### config.mk
export PLATFORM = sky130hd
export DESIGN_NAME = matrix_vector_multiplier_flat
export DESIGN_NICKNAME = d
export VERILOG_FILES = /design/src/rtl/matrix_vector_multiplier_if.sv /design/src/rtl/matrix_vector_multiplier.sv /design/src/flat_wrapper.sv
export SDC_FILE = /design/constraint.sdc
export NUM_CORES = 1
export LEC_CHECK = 0
export ABC_AREA = 1
export BUFFER_PORTS_ARGS = -buffer_cell sky130_fd_sc_hd__buf_2
export CORE_MARGIN = 2
export CORE_UTILIZATION = 55
export DETAILED_ROUTE_END_ITERATION = 16
export PLACE_DENSITY_LB_ADDON = 0.15
export SYNTH_ARGS = -nofsm -noshare
export SYNTH_HDL_FRONTEND = slang
export SYNTH_SLANG_ARGS = --single-unit
### constraint.sdc
create_clock -name clk -period 6.2 [get_ports clk]
set_input_delay 1.24 -clock clk [delete_from_list [all_inputs] [get_ports clk]]
set_output_delay 1.24 -clock clk [all_outputs]
set_load 0.02 [all_outputs]
### src/rtl/matrix_vector_multiplier_if.sv
// Start/done bus between the control logic and the matrix-vector multiplier.
// The controller drives the request side and the multiplier drives the result side.
//   start - request pulse, sampled while the multiplier is idle
//   mat   - matrix operand, mat[i][j] = row i, column j
//   vec   - vector operand, vec[j]
//   res   - result register, res[i] = dot(row i, vec)
//   busy  - computation in progress
//   done  - one-cycle pulse when res holds a new complete result
// Modports: master = controller side, slave = multiplier side.
interface matrix_vector_multiplier_if #(
    parameter int DATA_WIDTH = 8,
    parameter int MAT_ROW    = 2,
    parameter int MAT_COL    = 2
) ();
    logic                                            start;
    logic [MAT_ROW-1:0][MAT_COL-1:0][DATA_WIDTH-1:0] mat;
    logic [MAT_COL-1:0][DATA_WIDTH-1:0]              vec;
    logic [MAT_ROW-1:0][DATA_WIDTH-1:0]              res;
    logic                                            busy;
    logic                                            done;

    modport master (output start, mat, vec, input res, busy, done);
    modport slave  (input start, mat, vec, output res, busy, done);
endinterface

### src/rtl/matrix_vector_multiplier.sv
// Sequential unsigned matrix-vector multiplier, one multiply-accumulate per clock.
// Operands are captured when a start is accepted. Each result row is written
// as soon as its last column has been accumulated. Arithmetic wraps modulo
// 2^DATA_WIDTH.
// Ports:
//   clk   - clock, rising edge
//   rst_n - asynchronous active-low reset
//   bus   - start/mat/vec in, res/busy/done out (slave modport)
//
// state     | meaning
// ----------+-----------------------------------------------
// S_IDLE    | waiting for start, res holds the last result
// S_COMPUTE | one MAC per edge over row_q/col_q
module matrix_vector_multiplier #(
    parameter int DATA_WIDTH = 8,
    parameter int MAT_ROW    = 2,
    parameter int MAT_COL    = 2
) (
    input  logic                        clk,
    input  logic                        rst_n,
    matrix_vector_multiplier_if.slave   bus
);
    // A dimension of 1 still needs a 1-bit counter.
    localparam int ROW_W = (MAT_ROW > 1) ? $clog2(MAT_ROW) : 1;
    localparam int COL_W = (MAT_COL > 1) ? $clog2(MAT_COL) : 1;
    localparam logic [ROW_W-1:0] ROW_LAST = ROW_W'(MAT_ROW - 1);
    localparam logic [COL_W-1:0] COL_LAST = COL_W'(MAT_COL - 1);

    localparam logic [0:0] S_IDLE    = 1'b0;
    localparam logic [0:0] S_COMPUTE = 1'b1;

    logic [0:0]                                      state_q, state_d;
    logic [ROW_W-1:0]                                row_q, row_d;
    logic [COL_W-1:0]                                col_q, col_d;
    logic [DATA_WIDTH-1:0]                           acc_q, acc_d;
    logic [MAT_ROW-1:0][MAT_COL-1:0][DATA_WIDTH-1:0] mat_q, mat_d;
    logic [MAT_COL-1:0][DATA_WIDTH-1:0]              vec_q, vec_d;
    logic [MAT_ROW-1:0][DATA_WIDTH-1:0]              res_q, res_d;
    logic                                            done_q, done_d;

    logic [DATA_WIDTH-1:0] prod;
    logic [DATA_WIDTH-1:0] sum;

    // Both are sized to DATA_WIDTH, so the wrap-around is implicit.
    assign prod = mat_q[row_q][col_q] * vec_q[col_q];
    assign sum  = acc_q + prod;

    always_comb begin
        state_d = state_q;
        row_d   = row_q;
        col_d   = col_q;
        acc_d   = acc_q;
        mat_d   = mat_q;
        vec_d   = vec_q;
        res_d   = res_q;
        done_d  = 1'b0;
        case (state_q)
            S_IDLE: begin
                if (bus.start) begin
                    mat_d   = bus.mat;
                    vec_d   = bus.vec;
                    acc_d   = '0;
                    row_d   = '0;
                    col_d   = '0;
                    state_d = S_COMPUTE;
                end
            end
            S_COMPUTE: begin
                if (col_q == COL_LAST) begin
                    res_d[row_q] = sum;
                    acc_d        = '0;
                    col_d        = '0;
                    if (row_q == ROW_LAST) begin
                        row_d   = '0;
                        done_d  = 1'b1;
                        state_d = S_IDLE;
                    end else begin
                        row_d = row_q + ROW_W'(1);
                    end
                end else begin
                    acc_d = sum;
                    col_d = col_q + COL_W'(1);
                end
            end
            default: state_d = S_IDLE;
        endcase
    end

    always_ff @(posedge clk or negedge rst_n) begin
        if (!rst_n) begin
            state_q <= S_IDLE;
            row_q   <= '0;
            col_q   <= '0;
            acc_q   <= '0;
            mat_q   <= '0;
            vec_q   <= '0;
            res_q   <= '0;
            done_q  <= 1'b0;
        end else begin
            state_q <= state_d;
            row_q   <= row_d;
            col_q   <= col_d;
            acc_q   <= acc_d;
            mat_q   <= mat_d;
            vec_q   <= vec_d;
            res_q   <= res_d;
            done_q  <= done_d;
        end
    end

    assign bus.res  = res_q;
    assign bus.busy = (state_q == S_COMPUTE);
    assign bus.done = done_q;

endmodule

### src/flat_wrapper.sv
// flat-port wrapper written by rule: the top's interface ports become plain ports
module matrix_vector_multiplier_flat 
#(
    parameter int DATA_WIDTH = 8,
    parameter int MAT_ROW    = 2,
    parameter int MAT_COL    = 2
)
  (clk, rst_n, bus_start, bus_mat, bus_vec, bus_res, bus_busy, bus_done);
  matrix_vector_multiplier_if #(.DATA_WIDTH(DATA_WIDTH), .MAT_ROW(MAT_ROW), .MAT_COL(MAT_COL)) bus_i ();
  input  logic clk;
  input  logic rst_n;
  input wire logic [$bits(bus_i.start)-1:0] bus_start;
  input wire logic [$bits(bus_i.mat)-1:0] bus_mat;
  input wire logic [$bits(bus_i.vec)-1:0] bus_vec;
  output wire logic [$bits(bus_i.res)-1:0] bus_res;
  output wire logic [$bits(bus_i.busy)-1:0] bus_busy;
  output wire logic [$bits(bus_i.done)-1:0] bus_done;
  assign bus_i.start = bus_start;
  assign bus_i.mat = bus_mat;
  assign bus_i.vec = bus_vec;
  assign bus_res = bus_i.res;
  assign bus_busy = bus_i.busy;
  assign bus_done = bus_i.done;
  matrix_vector_multiplier #(.DATA_WIDTH(DATA_WIDTH), .MAT_ROW(MAT_ROW), .MAT_COL(MAT_COL)) u_core (.clk(clk), .rst_n(rst_n), .bus(bus_i));
endmodule
---- After elaboration in Yosys (flattened, before gate mapping) ----
Cells that the tools add are included.
storage, ports and cells
  register bits after elaboration ......... 76
  input port bits ......................... 51
  word-level logic and storage cells ...... 52
operators by class
  $add $sub $neg .......................... 3
  multipliers ............................. 1
  magnitude comparators ................... 3
  equal/unequal tests ..................... 2
  multiplexer cells ....................... 25
  bitwise operators ....................... 1
  reduce and logical (&&, ||, !) cells .... 4
operator list
  cell                 number
  $mux 8               7
  $mux 16              2
  $bwmux 16            1
  $pmux 8 s2           1
  $mux 1               10
  $add 8x8->8          1
  $demux 8 s1          1
  $mul 8x8->8          1
  $pmux 1 s2           3
  $reduce_and 2->1     3
  $lt 1x2->1 const B   2
  $ne 2x2->1 const B   2
  $add 1x1->1 const B  2
  $ge 1x1->1 const B   1
  $logic_and 1x1->1    1
  $not 1->1            1

---- Logic depth before layout (Yosys ltp) ----
Gate-level depths: netlist of run 1.
  depth after elaboration ................. 8
  depth in mapped cells ................... 28
  mapped depth without buffers ............ 26

---- Worst setup path after synthesis of run 1 ----
OpenSTA, ideal clock, no wires.
  kind .................................... register -> register
  start ................................... reg u_core.row_q
  end ..................................... reg u_core.res_q (netlist bit u_core.bus.res[15])
  library setup time ...................... 0.118 ns
  arrival time ............................ 4.379 ns
  data required time ...................... 6.082 ns
  path slack .............................. 1.704 ns
  stages on the path, launching flop included .. 28
  path buffers ............................ 2
  period minus slack after synthesis ...... 4.496 ns
  cell sequence ........................... dfrtp_1 -> buf_6 -> inv_2 -> buf_6 -> nand2_1 -> nand3_1 -> and2_1 -> nand2_1 -> fa_1 -> fa_1 -> inv_1 -> fa_1 -> inv_1 -> fa_1 -> inv_1 -> ha_1 -> a21oi_1 -> nand2_1 -> nand2_1 -> nand2_1 -> o21ai_1 -> nand2_1 -> nand2_1 -> nand2_1 -> inv_1 -> nand3_1 -> nand3_1 -> nand2_1
between the ends
  word-level cells in the longest chain between the ends .. 7
ends and longest elaborated chain
  what                                        RTL line                         RTL
  from (decl)                                 matrix_vector_multiplier.sv:33   logic [ROW_W-1:0] row_q, row_d;
  from (signal assigned)                      matrix_vector_multiplier.sv:101  row_q <= row_d;
  $mux 16 (not written as such) (2 in a row)  matrix_vector_multiplier.sv:45   assign prod = mat_q[row_q][col_q] * vec_q[col_q];
  $mux 8 (not written as such) (2 in a row)   matrix_vector_multiplier.sv:45
  $mul 8x8->8                                 matrix_vector_multiplier.sv:45
  $add 8x8->8                                 matrix_vector_multiplier.sv:46   assign sum = acc_q + prod;
  $bwmux 16 *                                 matrix_vector_multiplier.sv:70   res_d[row_q] = sum;
  to (signal assigned)                        matrix_vector_multiplier.sv:106  res_q <= res_d;
  to (decl)                                   matrix_vector_multiplier.sv:38   logic [MAT_ROW-1:0][DATA_WIDTH-1:0] res_q, res_d;
Every way passes the cells marked *; elsewhere a longest branch is shown, timed or not. The select of a mux whose other input is x is not followed.
A chain may end at the register's enable or synchronous reset.

---- Final worst setup path of run 1 ----
  start ................................... reg u_core.row_q
  end ..................................... reg u_core.res_q (netlist bit u_core.bus.res[7])
The elaborated chain is that of the path after synthesis.

==> results.cfg, run 1 <==
[die]
initial_core_util_pct = 56.5
die_height_microns = 93.1
die_area_sq_um = 8670
io_pins = 69
rows = 32
coreArea_sq_um = 7730
die_w_microns = 93.1

[critical_path]
arrival_ps = 5260
crit_buf_inv = 6
worstSetupEndpointType = flop
crit_family = adder cells
cpPeakStageDelay_ps = 540
cpMaxStageDelayCell = fa_1
path_max_fanout = 17
worst-r2r-setup-slack_ps = 1190
critPathLaunchType = flop
critPathKind = flop to flop
cp_common_cell = nand2_1
critical_path_required_ps = 6440

[placed_design]
place_congestion = 0.838
portBuffers = 68
dp_hpwl_microns = 6890

[grt]
overflow = 0
grt_usage_pct = 22.9
grt_pass1_vias = 3357
grt_antenna_before_repair = 0
grt_pass1_wl_microns = 15700
grt_max_degree = 77

[clock_network]
clock_sink_count = 76
cts-root-buf = clkbuf_8
cts_hold_buf = 0
clk_pin_slew_ps = 90
clk_latency_ps = 350
clockBufferDepth = 2
cts_htree_levels = 3
cts_resized = 0
cts_setup_buffers = 0
tritoncts = built
numCtsBuffers = 9

[synthesis]
synth.avg_cell_area_sq_um = 8.85
syn_inst = 493
synthAdderAreaFrac_pct = 13.1
synthTopCellsByCount = nand2_1 (140), dfrtp_1 (76), inv_1 (71)
synth_area_leader_cell = dfrtp_1
synth_seq_cells = 76
synth_ff_type = dfrtp_1
synth_nets = 579
synth-edff-count = 0
synth_top_family_by_area = simple AND/OR/NAND/NOR gates
syn_area_sq_um = 4370
async_reset_ff_share_pct = 100
synth_top_area_share_pct = 43.6
synth_area_leaders = dfrtp_1 (44%), nand2_1 (12%), mux2_2 (10%), fa_1 (8.3%), inv_1 (6.1%)
synth-simple-area-share_pct = 19.5
yosys_warnings = 0
ys_types = 23
synth_compound_area_share_pct = 4.73
muxShareOfSynthArea_pct = 10.1
synth_xor_area_share_pct = 0.602
yosysSeqAreaShare_pct = 43.6
yosysMostFrequentCell = nand2_1

[run_status]
status = finished clean

[timing]
fin_skew_ps = 10.5
setup-tns-final_ps = 0
post-route-min-period_ps = 5010
hold_violations = 0
clock.fmax_ghz = 0.200
finalSetupViolations = 0
final_max_slew_viol_count = 0
rsz0062_at_grt = false
worstMarginPinSlew_ps = 942
period_share_pct = 80.8
slew_headroom_pct = 37.2

[finish]
drive_above_1_share_pct = 23.5
layout.nets = 648
seqCellArea_sq_um = 1900
syn_to_final_growth_pct = 15.2
fillers = 664
multiInputGateArea_sq_um = 2100
diodes = 0

[route]
drt_wl_total_microns = 8980
routed_via_density = 5.03
dr_total_vias = 3365
drc_errors = 0
firstDrtPassIters = 4
ant_nets = 0
drt-wirelength-per-cell_microns = 13.4
drt-initial-drc-count = 133

[min_path]
min-delay-path-class = flop to flop

[run]
max_cap_violations = 0
==> path summary, 6_finish.rpt <==
| check | cells past startpoint | to | from |
|---|---|---|---|
| hold reg to reg | 2 | u_core.bus.res[11]$_DFFE_PN0P_ | u_core.bus.res[11]$_DFFE_PN0P_ |
| min in group asynchronous | 2 | u_core.mat_q[26]$_DFFE_PN0P_ | rst_n |
| hold / removal | 2 | u_core.bus.res[11]$_DFFE_PN0P_ | u_core.bus.res[11]$_DFFE_PN0P_ |
| setup / recovery | 26 | u_core.bus.res[7]$_DFFE_PN0P_ | u_core.row_q$_DFFE_PN0P_ |
| max in group asynchronous | 2 | u_core.vec_q[10]$_DFFE_PN0P_ | rst_n |
| setup reg to reg | 26 | u_core.bus.res[7]$_DFFE_PN0P_ | u_core.row_q$_DFFE_PN0P_ |
==> logic make-up after synthesis <==
group                      after synthesis
and+or+nand+nor                        210
buffers and inverters                   90
DFF                                     76
AOI/OAI and AO/OA                       40
muxes                                   39
adders and majority gates               35
xor gates and xnor gates                 3
==> per-layer routing <==
layer	global-route usage [%]	vias to the layer above	part of all wire, %
li1	-	1685	-
met1	32.1	1600	46
met2	36.9	70	49
met3	4.19	10	3.9
met4	6.25	0	1.3
met5	0	-	0
==> layout make-up <==
cell class                      instances  area share, %
Multi-Input combinational cell        327           41.7
Sequential cell                        76           37.8
Timing Repair Buffer                   72           7.36
Inverter                               76           5.67
Clock buffer                           11           2.81
Tap cell                              102           2.54
Clock inverter                          5           2.14
==> metrics by stage <==
step           util [%]  worst slack [ps]  instance area (sq um)  std cells  hold WS, ps
2_1_floorplan         -              1700                   4370        493          459
3_3_place_gp       61.9              1310                   4780        653          460
3_5_place_dp       61.9              1210                   4780        653          474
4_1_cts            65.1              1200                   5030        669          494
5_1_grt            65.1               755                   5030        669          517
6_report           65.1              1190                   5030        669          488
==> layout by cell type (no fill, tap or decap), drive strengths merged <==
| cell type | instances |
|---|---|
| xnor2 | 2 |
| a21oi | 11 |
| fa | 18 |
| o22ai | 5 |
| nand3 | 35 |
| clkinv | 1 |
| dfrtp | 76 |
| buf | 72 |
| o21ai | 24 |
| nand4 | 1 |
| xor2 | 1 |
| ha | 17 |
| nand2 | 140 |
| bufinv | 3 |
| nor2 | 31 |
| clkbuf | 11 |
| and2 | 1 |
| mux2 | 39 |
| nand3b | 2 |
| inv | 77 |
==> registers in the layout, indices dropped and copies added, names as in the netlist <==
| signal | flops |
|---|---|
| u_core.acc_q | 8 |
| u_core.bus.busy | 1 |
| u_core.bus.done | 1 |
| u_core.bus.res | 16 |
| u_core.col_q | 1 |
| u_core.mat_q | 32 |
| u_core.row_q | 1 |
| u_core.vec_q | 16 |
==> worst register-to-register path, stage by stage, from the launching register on <==
cell     delay, ps
dfrtp_1        460
buf_4          210
inv_2          210
nand2_1         80
nand3_1        120
and2_1         240
nand2_1        100
fa_1           460
fa_1           540
inv_1           50
fa_1           480
inv_1           60
fa_1           530
inv_1           40
ha_1           320
a21oi_1        200
nand2_1         70
nand2_1         70
nand2_1         50
o21ai_1         90
nand2_1         70
nand2_1         60
nand2_1         80
inv_1           60
nand3_1        110
nand3_1        110
nand2_1         50
Power of run 1 is not shown: default switching activity piles up to over one toggle a cycle in this logic, so the estimate is an artifact.
==> run 2, diff against run 1 <==
- ABC_AREA: 1 -> 0
- clock period: 6.2 -> 4.9 ns (I/O delays scaled with it)
==> results.cfg, run 2 <==
[finish]
largest-register = u_core.mat_q
final_cell_mix = dfrtp_1 (76), buf_2 (67), mux2_2 (64)
drive_above_1_share_pct = 40.7
syn_to_final_growth_pct = 17.9
diodes = 0
layout.nets = 508
largest_reg_flops = 32
final_common_cell = dfrtp_1

[synthesis]
yosysSeqAreaShare_pct = 45.3
synthTopCellsByCount = dfrtp_1 (76), mux2_2 (64), nand2_1 (43)
synth_area_leader_cell = dfrtp_1
syn_inst = 345
synth_seq_cells = 76
synth.avg_cell_area_sq_um = 12.2
ys_types = 31
synth_ff_type = dfrtp_1
synth-edff-count = 0
synth_nets = 431
synth_area_leaders = dfrtp_1 (45%), mux2_2 (17%), fa_1 (8.6%), ha_1 (5.1%), nand2_1 (3.8%)
yosys_warnings = 0
async_reset_ff_share_pct = 100
yosysMostFrequentCell = dfrtp_1
syn_area_sq_um = 4200
synth_top_area_share_pct = 45.3

[grt]
grt_pass1_vias = 2763
grt_max_degree = 77
grt_usage_pct = 20.9
grt_antenna_before_repair = 0
grt_pass1_wl_microns = 13400
overflow = 0

[min_path]
min-delay-path-class = flop to flop
min_path_cells = 2
min_from = u_core.bus.res[6]$_DFFE_PN0P_
hold_path_end = u_core.bus.res[6]$_DFFE_PN0P_

[timing]
worstMarginPinSlew_ps = 916
slew_headroom_pct = 38.9
hold_violations = 0
period_share_pct = 96.9
final_max_slew_viol_count = 0
post-route-min-period_ps = 4750
clock.fmax_ghz = 0.211
setup-tns-final_ps = 0
fin_skew_ps = 4.33
finalSetupViolations = 0
setup_slack_ps = 150

[die]
coreArea_sq_um = 7330
rows = 31
io_pins = 69
initial_core_util_pct = 57.3
die_height_microns = 91.4
die_area_sq_um = 8360
die_w_microns = 91.4

[clock_network]
clockBufferDepth = 2
tritoncts = built
clk_latency_ps = 350
clock_sink_count = 76
cts-root-buf = clkbuf_8
cts_hold_buf = 0
clk_pin_slew_ps = 80
cts_htree_levels = 3
numCtsBuffers = 9

[route]
ant_nets = 0
drc_errors = 0
routed_via_density = 5.23
drt-initial-drc-count = 153
dr_total_vias = 2753
drt_wl_total_microns = 8230
firstDrtPassIters = 4
drt-wirelength-per-cell_microns = 15.6

[critical_path]
reg2regPathDepth = 18
critPathLaunchType = flop
critical_path_required_ps = 5170
critPathKind = flop to flop
reg2reg_from = u_core.row_q$_DFFE_PN0P_
worstSetupEndpointType = flop
crit_start = u_core.row_q$_DFFE_PN0P_
reg2reg_to = u_core.bus.res[15]$_DFFE_PN0P_
path_max_fanout = 9
worst-r2r-setup-slack_ps = 150
arrival_ps = 5020

[placed_design]
place_ws_ps = -15.3
portBuffers = 68
place_congestion = 0.844
dp_hpwl_microns = 6240

[run]
max_cap_violations = 0

[run_status]
status = finished clean
## run 2: changes by cell type in the layout (fill, tap and decap cells not counted), moves of 10 or more
cell,before,now
inv_1,71,34
mux2_2,39,64
nand2_1,139,43
nand3_1,34,6
nor2_1,31,6
o21ai_0,21,8
xnor2_1,2,12
## run 2: area by class of cell
type	count	area [sq um]
clock buffers	9	124
fillers	563	2380
flip-flops and latches	76	1900
multi-input cells	222	2140
repair buffers	79	438
inverters	34	128
clock inverters	7	98.8
well taps	99	124
## run 2: what timing repair did
action / in CTS / in global routing
setup endpoints to repair: 2 / 3
gates resized for setup: 1 / 6
cloned: 0 / 0
setup buffers: 0 / 4
pin swaps: 0 / 3
## run 2: worst max path at each step
stage | endpoint
CTS | u_core.bus.res[15]$_DFFE_PN0P_
global route | u_core.bus.res[7]$_DFFE_PN0P_
global placement | u_core.bus.res[7]$_DFFE_PN0P_
floorplan | u_core.bus.res[15]$_DFFE_PN0P_
detailed placement | u_core.bus.res[7]$_DFFE_PN0P_
finish | u_core.bus.res[15]$_DFFE_PN0P_
## run 2: logic make-up after synthesis
group | Yosys count | synth area share, %
and+or+nand+nor | 68 | 7.00
muxes | 77 | 21.9
AOI/OAI and AO/OA | 25 | 3.60
DFF | 76 | 45.3
adders and majority gates | 35 | 13.6
buffers and inverters | 47 | 4.61
xor gates and xnor gates | 17 | 4.05
## run 2: layer usage
layer  vias to the layer above  GRT usage, %  part of all wire, %
li1                       1306             -                    -
met1                      1356          29.4                   46
met2                        75          31.3                   47
met3                        16          3.57                  4.2
met4                         0          10.5                  2.2
met5                         -             0                    0
## run 2: stage by stage
step	instances	cell area (sq um)	util [%]	hold slack (ps)
2_1_floorplan	345	4200	-	450
3_3_place_gp	506	4680	63.8	458
3_5_place_dp	506	4680	63.8	472
4_1_cts	522	4900	66.9	490
5_1_grt	526	4950	67.6	510
6_report	526	4950	67.6	484
## run 2: worst max-delay path, stage by stage, from the launching register on
cell and delay, ps:
dfrtp_1 410, buf_12 150, mux4_2 550, and2_1 190, fa_1 470, inv_1 50, fa_1 500, inv_1 40
ha_1 260, inv_1 50, fa_1 520, inv_1 40, ha_1 330, a21o_1 180, a21oi_2 200, xnor2_2 150
xnor2_2 130, xnor3_2 300, o21ai_2 140
Power of run 2 is left out for the same reason.
==> run 3, diff against run 2 <==
- CORE_UTILIZATION: 55 -> 57
==> results.cfg, run 3 (synthesized netlist as in run 2, its figures left out) <==
[run_status]
status = finished clean

[grt]
grt_pass1_wl_microns = 14000
overflow = 0
grt_usage_pct = 22.1
grt_max_degree = 77
grt_pass1_vias = 2884
grt_antenna_before_repair = 0

[route]
wl_met1_microns = 3870
drc_errors = 0
ant_nets = 0
route.met3.wl_microns = 341
wl_met2_microns = 4110
firstDrtPassIters = 4
drt-wirelength-per-cell_microns = 16.1
highest_layer = met4
drt-initial-drc-count = 135
routed_via_density = 5.24
drt_wl_total_microns = 8460
dr_total_vias = 2744

[clock_network]
clk_pin_slew_ps = 90
numCtsBuffers = 9
clk_latency_ps = 360
cts-root-buf = clkbuf_8
tritoncts = built
cts_hold_buf = 0
clockBufferDepth = 2
cts_htree_levels = 3
clock_sink_count = 76

[critical_path]
worstSetupEndpointType = flop
critPathLaunchType = flop
arrival_ps = 5020
critical_path_required_ps = 5180
worst-r2r-setup-slack_ps = 160
path_max_fanout = 5
critPathKind = flop to flop

[finish]
final_common_cell = dfrtp_1
diodes = 0
drive_above_1_share_pct = 40.0
instances_no_fill = 524
largest_reg_flops = 32
fillers = 596
largest-register = u_core.mat_q
layout.nets = 506
final_cell_mix = dfrtp_1 (75), buf_2 (67), mux2_2 (64)
syn_to_final_growth_pct = 16.5

[run]
max_cap_violations = 0

[timing]
hold_violations = 0
period_share_pct = 96.7
whs_ps = 478
final_max_slew_viol_count = 0
worstMarginPinSlew_ps = 925
finalSetupViolations = 0
fin_skew_ps = 10.5
slew_headroom_pct = 38.3
post-route-min-period_ps = 4740
clock.fmax_ghz = 0.211

[die]
die_area_sq_um = 8080
die_height_microns = 89.9
die_w_microns = 89.9
io_pins = 69
coreArea_sq_um = 7210
rows = 31
initial_core_util_pct = 58.3

[placed_design]
numPlacedInstances = 507
place_congestion = 0.854
portBuffers = 68
dp_hpwl_microns = 6330

[min_path]
min-delay-path-class = flop to flop
==> run 3: area by class of cell <==
| cell class | count | area [sq um] | share of cell area [%] |
|---|---|---|---|
| Inverter | 34 | 128 | 2.61 |
| Clock inverter | 7 | 73.8 | 1.51 |
| Clock buffer | 9 | 124 | 2.53 |
| Sequential cell | 76 | 1900 | 38.9 |
| Multi-Input combinational cell | 222 | 2130 | 43.6 |
| Timing Repair Buffer | 77 | 410 | 8.38 |
| Tap cell | 99 | 124 | 2.53 |
==> run 3: routing by layer <==
layer	up-vias	global-route usage [%]
met3	10	5.20
met4	0	7.95
met1	1370	30.8
met5	-	0
met2	62	34.2
li1	1302	-
==> run 3: worst paths after layout <==
check,end,cells past startpoint,startpoint
max,u_core.bus.res[15]$_DFFE_PN0P_,18,u_core.row_q$_DFFE_PN0P_
min reg2reg,u_core.bus.res[5]$_DFFE_PN0P_,2,u_core.bus.res[5]$_DFFE_PN0P_
min,u_core.bus.res[5]$_DFFE_PN0P_,2,u_core.bus.res[5]$_DFFE_PN0P_
max in group asynchronous,u_core.col_q$_DFFE_PN0P_,1,rst_n
max reg2reg,u_core.bus.res[15]$_DFFE_PN0P_,18,u_core.row_q$_DFFE_PN0P_
min in group asynchronous,u_core.bus.res[1]$_DFFE_PN0P_,1,rst_n
==> run 3: metrics by stage <==
| step | utilization (%) | worst slack [ps] | setup TNS (ps) | instance area [sq um] |
|---|---|---|---|---|
| after CTS | 67.5 | 30.4 | 0 | 4870 |
| after global placement | 64.7 | 99.1 | 0 | 4670 |
| after floorplan | - | 203 | 0 | 4200 |
| after detailed placement | 64.7 | -18.8 | -22.1 | 4670 |
| final | 67.8 | 162 | 0 | 4890 |
| after global routing | 67.8 | -43.8 | -91.2 | 4890 |
==> run 3: worst max-delay path, stage by stage (launching register included) <==
cell and delay (ps):
dfrtp_1 390, buf_4 170, mux2i_2 180, mux2i_1 300
nand2_1 120, fa_1 490, inv_1 50, fa_1 460
ha_1 290, inv_1 50, fa_1 540, inv_1 70
fa_1 450, a21o_1 200, a21oi_2 210, xnor2_2 160
xnor2_2 140, xnor3_1 270, o21ai_1 140
==> run 3: repair_timing <==
action | CTS | global route
setup buffers | 0 | 1
pin swaps | 0 | 1
endpoints found under the setup margin | 1 | 3
resized for setup | 1 | 5
cloned | 0 | 0
Power of run 3 is left out for the same reason.
